## src/rtl/issue_ctrl_pkg.sv

```systemverilog
// Shared core definitions for the RV32IM issue stage.
//   - Major opcode and M-extension func7 constants used by the decoder.
//   - Encoding of the mul/div occupancy FSM.
//   - reg_onehot(): register index to one-hot mask. x0 maps to an
//     all-zero mask, so it can never be marked pending.
package issue_ctrl_pkg;

  localparam logic [6:0] OP_R      = 7'b0110011;
  localparam logic [6:0] OP_I      = 7'b0010011;
  localparam logic [6:0] OP_LOAD   = 7'b0000011;
  localparam logic [6:0] OP_STORE  = 7'b0100011;
  localparam logic [6:0] OP_BRANCH = 7'b1100011;
  localparam logic [6:0] OP_JAL    = 7'b1101111;
  localparam logic [6:0] OP_JALR   = 7'b1100111;
  localparam logic [6:0] OP_LUI    = 7'b0110111;
  localparam logic [6:0] OP_AUIPC  = 7'b0010111;
  localparam logic [6:0] OP_SYSTEM = 7'b1110011;

  localparam logic [6:0] FUNC7_MULDIV = 7'b0000001;

  typedef enum logic {
    RUN     = 1'b0,
    MD_BUSY = 1'b1
  } md_state_e;

  function automatic logic [31:0] reg_onehot(input logic [4:0] idx);
    logic [31:0] mask;
    mask = 32'd1 << idx;
    mask[0] = 1'b0;
    return mask;
  endfunction

endpackage

```

## src/rtl/issue_ctrl_scoreboard.sv

```systemverilog
// 32-entry register scoreboard with hazard lookup.
//   clk, rst        : clock, synchronous active-high reset
//   flush           : clear every pending bit (wins over set and clear)
//   set_en/set_idx  : mark a destination as in flight
//   clr_en/clr_idx  : writeback retiring a destination (also the bypass)
//   rs1_*/rs2_*/rd_*: decoder fields looked up for RAW / WAW hazards
//   hazard          : any source or destination collides with a pending write
//   pending         : current scoreboard bits, bit 0 always 0
module issue_ctrl_scoreboard
  import issue_ctrl_pkg::*;
(
  input  logic        clk,
  input  logic        rst,
  input  logic        flush,
  input  logic        set_en,
  input  logic [4:0]  set_idx,
  input  logic        clr_en,
  input  logic [4:0]  clr_idx,
  input  logic [4:0]  rs1_addr,
  input  logic        rs1_valid,
  input  logic [4:0]  rs2_addr,
  input  logic        rs2_valid,
  input  logic [4:0]  rd_addr,
  input  logic        rd_valid,
  output logic        hazard,
  output logic [31:0] pending
);

  logic [31:0] pending_q;
  logic [31:0] set_mask;
  logic [31:0] clr_mask;

  // A writeback landing this cycle resolves the dependency, so it masks the hit.
  function automatic logic reg_hit(input logic [31:0] pend, input logic used,
                                   input logic [4:0] idx, input logic wb_en,
                                   input logic [4:0] wb_idx);
    return used && (idx != 5'd0) && pend[idx] && !(wb_en && (wb_idx == idx));
  endfunction

  assign hazard = reg_hit(pending_q, rs1_valid, rs1_addr, clr_en, clr_idx)
                | reg_hit(pending_q, rs2_valid, rs2_addr, clr_en, clr_idx)
                | reg_hit(pending_q, rd_valid,  rd_addr,  clr_en, clr_idx);

  assign set_mask = set_en ? reg_onehot(set_idx) : '0;
  assign clr_mask = clr_en ? reg_onehot(clr_idx) : '0;

  // NOTE: sequential state is written with non-blocking assignments only, so
  // every flop samples the pre-edge values regardless of block ordering.
  always_ff @(posedge clk) begin
    if (rst || flush) begin
      pending_q <= '0;
    end else begin
      // Set is applied after clear so a same-index issue keeps the bit.
      pending_q <= (pending_q & ~clr_mask) | set_mask;
    end
  end

  assign pending = pending_q;

endmodule

```

## src/rtl/issue_ctrl.sv

```systemverilog
// Issue/stall controller between the RV32IM decoder and execute.
//   clk, rst                 : clock, synchronous active-high reset
//   id_valid/id_ready        : decoder handshake (id_ready is combinational)
//   rs1_*, rs2_*, rd_*       : decoder register fields and use flags
//   is_muldiv, is_div        : M-extension op and its div/rem class
//   ex_valid/ex_ready        : registered issue slot handshake to execute
//   ex_rd, ex_muldiv         : slot payload (ex_rd is 0 when rd is unused)
//   md_start, md_busy        : mul/div launch pulse and occupancy
//   wb_valid, wb_rd          : writeback retiring a scoreboard entry
//   flush                    : redirect; squashes slot, scoreboard, mul/div
//   pending                  : scoreboard bits
//   stall_cycles             : saturating count of stalled decoder cycles
module issue_ctrl
  import issue_ctrl_pkg::*;
#(
  parameter int MUL_LAT = 4,
  parameter int DIV_LAT = 33,
  parameter int CNT_W   = 6
) (
  input  logic        clk,
  input  logic        rst,
  input  logic        id_valid,
  output logic        id_ready,
  input  logic [4:0]  rs1_addr,
  input  logic        rs1_valid,
  input  logic [4:0]  rs2_addr,
  input  logic        rs2_valid,
  input  logic [4:0]  rd_addr,
  input  logic        rd_valid,
  input  logic        is_muldiv,
  input  logic        is_div,
  output logic        ex_valid,
  input  logic        ex_ready,
  output logic [4:0]  ex_rd,
  output logic        ex_muldiv,
  output logic        md_start,
  output logic        md_busy,
  input  logic        wb_valid,
  input  logic [4:0]  wb_rd,
  input  logic        flush,
  output logic [31:0] pending,
  output logic [31:0] stall_cycles
);

  logic             hazard;
  logic             structural;
  logic             issue;
  md_state_e        state_q, state_d;
  logic [CNT_W-1:0] cnt_q, cnt_d;

  issue_ctrl_scoreboard u_scoreboard (
    .clk       (clk),
    .rst       (rst),
    .flush     (flush),
    .set_en    (issue && rd_valid),
    .set_idx   (rd_addr),
    .clr_en    (wb_valid),
    .clr_idx   (wb_rd),
    .rs1_addr  (rs1_addr),
    .rs1_valid (rs1_valid),
    .rs2_addr  (rs2_addr),
    .rs2_valid (rs2_valid),
    .rd_addr   (rd_addr),
    .rd_valid  (rd_valid),
    .hazard    (hazard),
    .pending   (pending)
  );

  assign md_busy    = (state_q == MD_BUSY);
  assign structural = is_muldiv && md_busy;
  assign id_ready   = (!ex_valid || ex_ready) && !hazard && !structural && !flush;
  assign issue      = id_valid && id_ready;

  // Occupancy FSM: the counter holds the remaining busy cycles minus one, so
  // md_busy drops on the LAT-th edge after the launch edge.
  // NOTE: every always_comb output gets a default first so no path leaves it
  // unassigned, which would otherwise infer a latch.
  always_comb begin
    state_d = state_q;
    cnt_d   = cnt_q;
    unique case (state_q)
      RUN: begin
        if (issue && is_muldiv) begin
          state_d = MD_BUSY;
          cnt_d   = is_div ? CNT_W'(DIV_LAT - 1) : CNT_W'(MUL_LAT - 1);
        end
      end
      MD_BUSY: begin
        if (cnt_q == '0) begin
          state_d = RUN;
        end else begin
          cnt_d = cnt_q - CNT_W'(1);
        end
      end
      default: state_d = RUN;
    endcase
    if (flush) begin
      state_d = RUN;
      cnt_d   = '0;
    end
  end

  always_ff @(posedge clk) begin
    if (rst) begin
      state_q <= RUN;
      cnt_q   <= '0;
    end else begin
      state_q <= state_d;
      cnt_q   <= cnt_d;
    end
  end

  // Issue slot. ex_rd/ex_muldiv keep their last payload once the slot drains.
  always_ff @(posedge clk) begin
    if (rst) begin
      ex_valid  <= 1'b0;
      ex_rd     <= '0;
      ex_muldiv <= 1'b0;
      md_start  <= 1'b0;
    end else begin
      md_start <= issue && is_muldiv;
      if (flush) begin
        ex_valid <= 1'b0;
      end else if (issue) begin
        ex_valid  <= 1'b1;
        ex_rd     <= rd_valid ? rd_addr : 5'd0;
        ex_muldiv <= is_muldiv;
      end else if (ex_ready) begin
        ex_valid <= 1'b0;
      end
    end
  end

  always_ff @(posedge clk) begin
    if (rst) begin
      stall_cycles <= '0;
    end else if (id_valid && !id_ready && !flush && (stall_cycles != '1)) begin
      stall_cycles <= stall_cycles + 32'd1;
    end
  end

endmodule

```

## config.mk

```make
export PLATFORM = sky130hd
export DESIGN_NAME = issue_ctrl
export DESIGN_NICKNAME = d
export VERILOG_FILES = /design/src/rtl/issue_ctrl_pkg.sv /design/src/rtl/issue_ctrl_scoreboard.sv /design/src/rtl/issue_ctrl.sv
export SDC_FILE = /design/constraint.sdc
export NUM_CORES = 1
export LEC_CHECK = 0
export ABC_AREA = 1
export BUFFER_PORTS_ARGS = -buffer_cell sky130_fd_sc_hd__buf_2
export CORE_UTILIZATION = 57
export DETAILED_ROUTE_END_ITERATION = 7
export HOLD_SLACK_MARGIN = 0.15
export PLACE_DENSITY = 0.92
export SLEW_MARGIN = 30
export SYNTH_ARGS = -nofsm -noshare
export SYNTH_HDL_FRONTEND = slang
export SYNTH_SLANG_ARGS = --single-unit
```

## constraint.sdc

```tcl
create_clock -name clk -period 2.3 [get_ports clk]
set_clock_uncertainty 0.15 [all_clocks]
set_input_delay 0.345 -clock clk [delete_from_list [all_inputs] [get_ports clk]]
set_output_delay 0.345 -clock clk [all_outputs]
set_load 0.01 [all_outputs]
```

# Word level (Yosys, flattened, before mapping)
# Cells that the tools add are included.
[totals]
output_inout_bits = 74
wordCells = 86
regBits = 79
inputBits = 31
[classes]
n_reduce_logical = 40
eq_ne = 6
addsub = 2
mux = 18
n_lt_le_gt_ge = 3
bitwise_logic = 7
shifts = 2
[ops]
columns = ["op", "count"]
rows = [
  ["32-bit two-way mux", 2],
  ["1-bit by 5-bit left shift with 32-bit output (first input constant)", 2],
  ["32-bit by 1-bit adder with 32-bit output (second input constant)", 1],
  ["32-bit bitwise AND", 1],
  ["32-bit inequality test (second input constant)", 1],
  ["32-bit inverter", 1],
  ["32-bit bitwise OR", 1],
  ["1-bit logical AND", 22],
  ["5-bit by 6-bit less-than comparator with 1-bit output (second input constant)", 3],
  ["6-bit two-way mux", 3],
  ["1-bit binary-select mux with 5-bit select", 3],
  ["5-bit equality test", 3],
  ["5-bit nonzero test", 3],
  ["6-bit case mux with 2 select lines", 1],
  ["1-bit zero test", 8],
  ["1-bit two-way mux", 7],
  ["6-bit zero test", 1],
  ["6-bit by 1-bit subtractor with 6-bit output (second input constant)", 1],
  ["5-bit two-way mux", 1],
  ["2-bit inequality test (second input constant)", 2],
  ["2-bit AND reduction", 2],
  ["1-bit logical OR", 2],
  ["1-bit inverter", 2],
  ["1-bit bitwise OR", 2],
  ["other kinds (3)", 3],
]

# Longest topological paths before layout
[depth]
word_depth = 14
ltp_mapped = 18
depth_no_buf = 17

# Hierarchy
# A second synthesis with hierarchy kept.
[unflattened]
hier_cells = 956
area_unflattened_um2 = 5714.2
[by_module_without_submodules]
columns = ["module", "seq_area_each_um2", "area_per_inst_um2", "n_inst", "cells_per_inst"]
rows = [
  ["issue_ctrl", 940.9, 2889.0, 1, 449],
  ["issue_ctrl_scoreboard", 620.6, 2825.2, 1, 507],
]

# Worst setup path before layout
# Ideal clock, no wire load.
[synth_timing]
path_kind = "register to register"
from = "register stall_cycles[1]"
to = "register stall_cycles[27]"
n_path_buf = 1
setup_time_ns = 0.070
synth_period_minus_slack_ns = 2.137
path_slack_ns = 0.163
required_time_ns = 2.080
stages_incl_launch_ff = 11
arrival_ns = 1.917
path_cell_list = "dfxtp_1 > ha_1 > nand2_1 > nor2_1 > nand2_1 > nor2_1 > nand4_1 > nand3_1 > buf_2 > nand2_1 > a21oi_1"
[synth_between]
elab_chain_cells = 2
elab_cells_between_ends = 3
classes_between = "add/sub (1); eq/ne (1); reduce/logical (1)"
[synth_rtl]
columns = ["element", "line", "text"]
rows = [
  ["start, declared", "issue_ctrl.sv:42", "output logic [31:0] stall_cycles"],
  ["start signal, assigned", "issue_ctrl.sv:138", "stall_cycles <= stall_cycles + 32'd1;"],
  ["branches (longest 2 deep; another with 32-bit by 1-bit adder with 32-bit output)", "n/a", ""],
]
# Parallel ways; which one is timed is not known.
# A chain may end at the register's enable or synchronous reset.

# Worst setup path after layout
[layout_timing]
from = "register u_scoreboard.pending_q[23] (netlist: u_scoreboard.pending[23])"
to = "output port id_ready"
[layout_between]
elab_chain_cells = 10
elab_cells_between_ends = 18
classes_between = "mux (6); bitwise (2); reduce/logical (10)"
[layout_rtl]
columns = ["element", "line", "text"]
rows = [
  ["start, declared", "issue_ctrl_scoreboard.sv:29", "logic [31:0] pending_q;"],
  ["start signal, assigned", "issue_ctrl_scoreboard.sv:54", "pending_q <= (pending_q & ~clr_mask) | set_mask;"],
  ["1-bit binary-select mux with 5-bit select", "issue_ctrl_scoreboard.sv:37", "return used && (idx != 5'd0) && pend[idx] && !(wb_en && (wb_idx == idx));"],
  ["1-bit two-way mux (not written as such)", "issue_ctrl_scoreboard.sv:37", ""],
  ["1-bit logical AND (2 in a row)", "issue_ctrl_scoreboard.sv:37", ""],
  ["1-bit bitwise OR", "issue_ctrl_scoreboard.sv:41", "| reg_hit(pending_q, rs2_valid, rs2_addr, clr_en, clr_idx)"],
  ["1-bit bitwise OR *", "issue_ctrl_scoreboard.sv:42", "| reg_hit(pending_q, rd_valid, rd_addr, clr_en, clr_idx);"],
  ["1-bit zero test *", "issue_ctrl.sv:71", "assign id_ready = (!ex_valid || ex_ready) && !hazard && !structural && !flush;"],
  ["1-bit logical AND * (3 in a row)", "issue_ctrl.sv:71", ""],
  ["end, declared", "issue_ctrl.sv:23", "output logic id_ready,"],
]
# Mark *: on every way between the ends. The rest lies on a longest branch, timed or not. The select of a mux whose other input is x is not followed.

==> run_results.csv <==
group,metric,value,unit
floorplanning,die_w,101,um
logic_synthesis,syn-num-nets,956,
cells_and_area,fin_area,0.00672,mm2
floorplanning,coreArea,0.00933,mm2
routing,drtIter0Drc,696,
clock_tree,clk_pin_slew,80,ps
clock_tree,cts_made_buffers,9,
timing,setup_viol,0,
worst_setup_path,cp_num_buf_inv,3,
flow_run,cap_violations,0,
hold_path,hp-class,"in -> reg",
floorplanning,fp.dieH,101,um
routing,wl_per_cell,15.6,um
logic_synthesis,ys_ff_latch,78,
floorplanning,die-area,0.0101,mm2
routing,dr.pass1.iters,7,
routing,vias,6989,
logic_synthesis,yosys_warnings,0,
global_route,grt_pass1_wl,28300,um
cells_and_area,multiInputGateArea,0.00346,mm2
worst_setup_path,critPathKind,"reg -> out",
floorplanning,fp-row-count,35,
cells_and_area,antennaDiodeCount,0,
timing,clock.fmax,440,MHz
routing,routed_wl,18200,um
cells_and_area,fillCellCount,798,
placement,placed_area,0.00638,mm2
clock_tree,insertion_delay,370,ps
floorplanning,initial_core_util,59.4,%
cells_and_area,syn_to_final_growth,21.4,%
cells_and_area,nets,1068,
logic_synthesis,avgSynthCellArea,6.00,um2
logic_synthesis,yosysSeqAreaShare,28.2,%
worst_setup_path,start_kind,"flip-flop",
worst_setup_path,regToRegSetupSlack,80,ps
timing,report.final.slew_viol_count,0,
cells_and_area,postLayoutCoreUtil,72.1,%
worst_setup_path,path_depth,13,
routing,drc,0,
global_route,antenna_found_initial,0,
worst_setup_path,crit_chain,"inv_2 > nand2_1 > nand3_1 > nand2_1 > nand2_1 > nand2_1 > nor2_2 > nand2_1 > nand3_2 > nand2_4 > nor2_4 > buf_6 > buf_6",
clock_tree,clock-sinks,78,
clock_tree,cts_tree,"yes",
placement,place_ws,-58.0,ps
worst_setup_path,required,1800,ps
logic_synthesis,syn_inst,923,
hold_path,min_from,"ex_ready",
routing,viasPerCell,5.98,
placement,gp_congestion,1.04,
worst_setup_path,end_kind,"output pin",
global_route,gr-usage-all-layers,35.0,%
worst_setup_path,crit_arrival,1780,ps
cells_and_area,register_area,0.00160,mm2
worst_setup_path,cp_common_cell,"nand2_1",
worst_setup_path,ff2ff_path_depth,10,
hold_path,holdPathEnd,"ex_valid",
timing,maxSlewHeadroom,63.1,%
cells_and_area,drive_above_1_share,22.0,%
global_route,grt_max_degree,40,
timing,fin_crit_sh,98.9,%
timing,hold_viol_final,0,
worst_setup_path,crit_fanout,4,
hold_path,holdPathStages,4,
timing,setup_slack,25.9,ps
timing,hold_slack,150,ps
pwr,leakage,2.85,nW
worst_setup_path,critPathMaxStageDelay,350,ps
placement,hpwl,12900,um
global_route,grt_pass1_vias,6139,
pwr,ir_drop,0.385,mV
routing,drt.antenna.violating_nets,0,
logic_synthesis,synth_cell_types,32,
logic_synthesis,syn_area,0.00554,mm2
pwr,power,2.92,mW
worst_setup_path,r2r-start,"stall_cycles[0]",
floorplanning,ios,105,
worst_setup_path,cpMaxStageDelayCell,"dfxtp_2",
timing,worst_pin_slew,552,ps
clock_tree,htree_levels,3,
placement,portBuffers,103,
worst_setup_path,cp_top_family,"simple AND/OR/NAND/NOR gates",
timing,rsz0062_at_grt,"true",
timing,period_minus_slack,2270,ps
status,outcome,"completed",
pwr,p_per_area,434,mW/mm2
clock_tree,clockRootBuffer,"clkbuf_8",
global_route,globalRouteOverflowTotal,0,
clock_tree,cts_buffer_depth,2,
worst_setup_path,worstReg2RegEnd,"stall_cycles[27]",
==> tightest hold or removal path: cells and delay by family <==
| kind | cells | cell delay, ps |
|---|---|---|
| and+or+nand+nor | 3 | 190 |
| buffers and inverters | 1 | 80 |
==> worst max path at each step <==
stage | from | end | slack (ps)
after floorplan | stall_cycles[1] | stall_cycles[27] | 160
after global placement | rs1_addr[0] | cnt_q[0] | -40
after detailed placement | rs1_addr[0] | cnt_q[0] | -60
after CTS | u_scoreboard.pending[24] | id_ready | 2
after global routing | u_scoreboard.pending[23] | id_ready | -90
final | u_scoreboard.pending[23] | id_ready | 30
==> layout make-up <==
type	instances	share of cell area, %
clock buffer	10	1.90
clock inverter	6	1.04
inverter	83	4.63
multi-input combinational	711	51.5
sequential	78	23.8
tap	129	2.40
timing repair buffer	152	14.7
==> Yosys cell counts (all sizes together) <==
| cell | number | area, um2 |
|---|---|---|
| inv | 82 | 308 |
| buf | 29 | 170 |
| nand2 | 272 | 1030 |
| o211ai | 4 | 30.0 |
| o22ai | 4 | 25.0 |
| a21oi | 83 | 430 |
| clkinv | 1 | 3.75 |
| nand4 | 50 | 313 |
| a211oi | 1 | 7.51 |
| clkbuf | 22 | 82.6 |
| nor4 | 19 | 119 |
| xnor2 | 8 | 70.1 |
| o31ai | 1 | 7.51 |
| o21ai | 48 | 240 |
| ha | 2 | 25.0 |
| nor3 | 29 | 145 |
| conb | 1 | 3.75 |
| nor2 | 84 | 342 |
| xor2 | 24 | 210 |
| or2 | 3 | 18.8 |
| nand3 | 78 | 395 |
| dfxtp | 78 | 1560 |
==> registers in the layout, summed over array words and instances, names as in the netlist <==
register	count
ex_muldiv	1
stall_cycles	32
cnt_q	6
ex_rd	5
ex_valid	1
u_scoreboard.pending	31
md_start	1
md_busy	1
==> cell usage in the layout, fill, tap and decap left out, types with 4 or more instances in the layout <==
cell	synthesis	routed
dfxtp_1	78	53
nand3_2	1	6
o22ai_1	4	4
o21ai_1	1	5
a21oi_2	4	5
clkbuf_8	0	9
buf_2	22	102
nor2_2	1	5
nand3_1	77	72
nand4_1	50	50
nor3_1	29	29
nor2_1	81	77
inv_2	8	12
buf_4	5	40
nor4_1	19	19
nand2_1	271	269
o211ai_1	4	4
xor2_1	24	24
dfxtp_2	0	22
o21ai_0	47	42
inv_1	74	70
buf_12	0	6
a21oi_1	79	78
xnor2_1	8	8
==> through the flow <==
stage / std cells / TNS, ps
2_1_floorplan: 923 / 0
3_3_place_gp: 1149 / -167
3_5_place_dp: 1149 / -216
4_1_cts: 1167 / 0
5_1_grt: 1169 / -102
6_report: 1169 / 0
==> power by group <==
group	switching (mW)	internal, mW	total (mW)
clock	0.537	0.509	1.05
combinational	0.337	0.176	0.513
sequential	0.00534	1.35	1.36
==> what timing repair did <==
item / CTS / global route
gates cloned: 0 / 1
buffers inserted: 2 / 1
pin swaps: 3 / 6
hold buffers: 0 / 0
endpoints found under the hold margin: 0 / 0
resized for setup: 14 / 40
endpoints found under the setup margin: 1 / 41
==> routing by layer <==
layer | up-vias | track usage (%) | routed length [um]
met5 | - | 0 | 0
met4 | 0 | 19.2 | 979
met3 | 121 | 7.07 | 1960
met2 | 500 | 58.1 | 8330
met1 | 3078 | 42.7 | 6930
li1 | 3290 | - | -
==> cell families (layout without fill, tap and decap cells) <==
logic type,count (synthesis),count (layout),share of synthesized area [%]
AOI/OAI and AO/OA,141,141,13.4
xor gates and xnor gates,32,32,5.06
adders and majority gates,2,2,0.452
buffers and inverters,134,251,10.2
DFF,78,78,28.2
other,1,1,0.0677
and+or+nand+nor,535,535,42.6
Power figures use the tool's default switching activity.
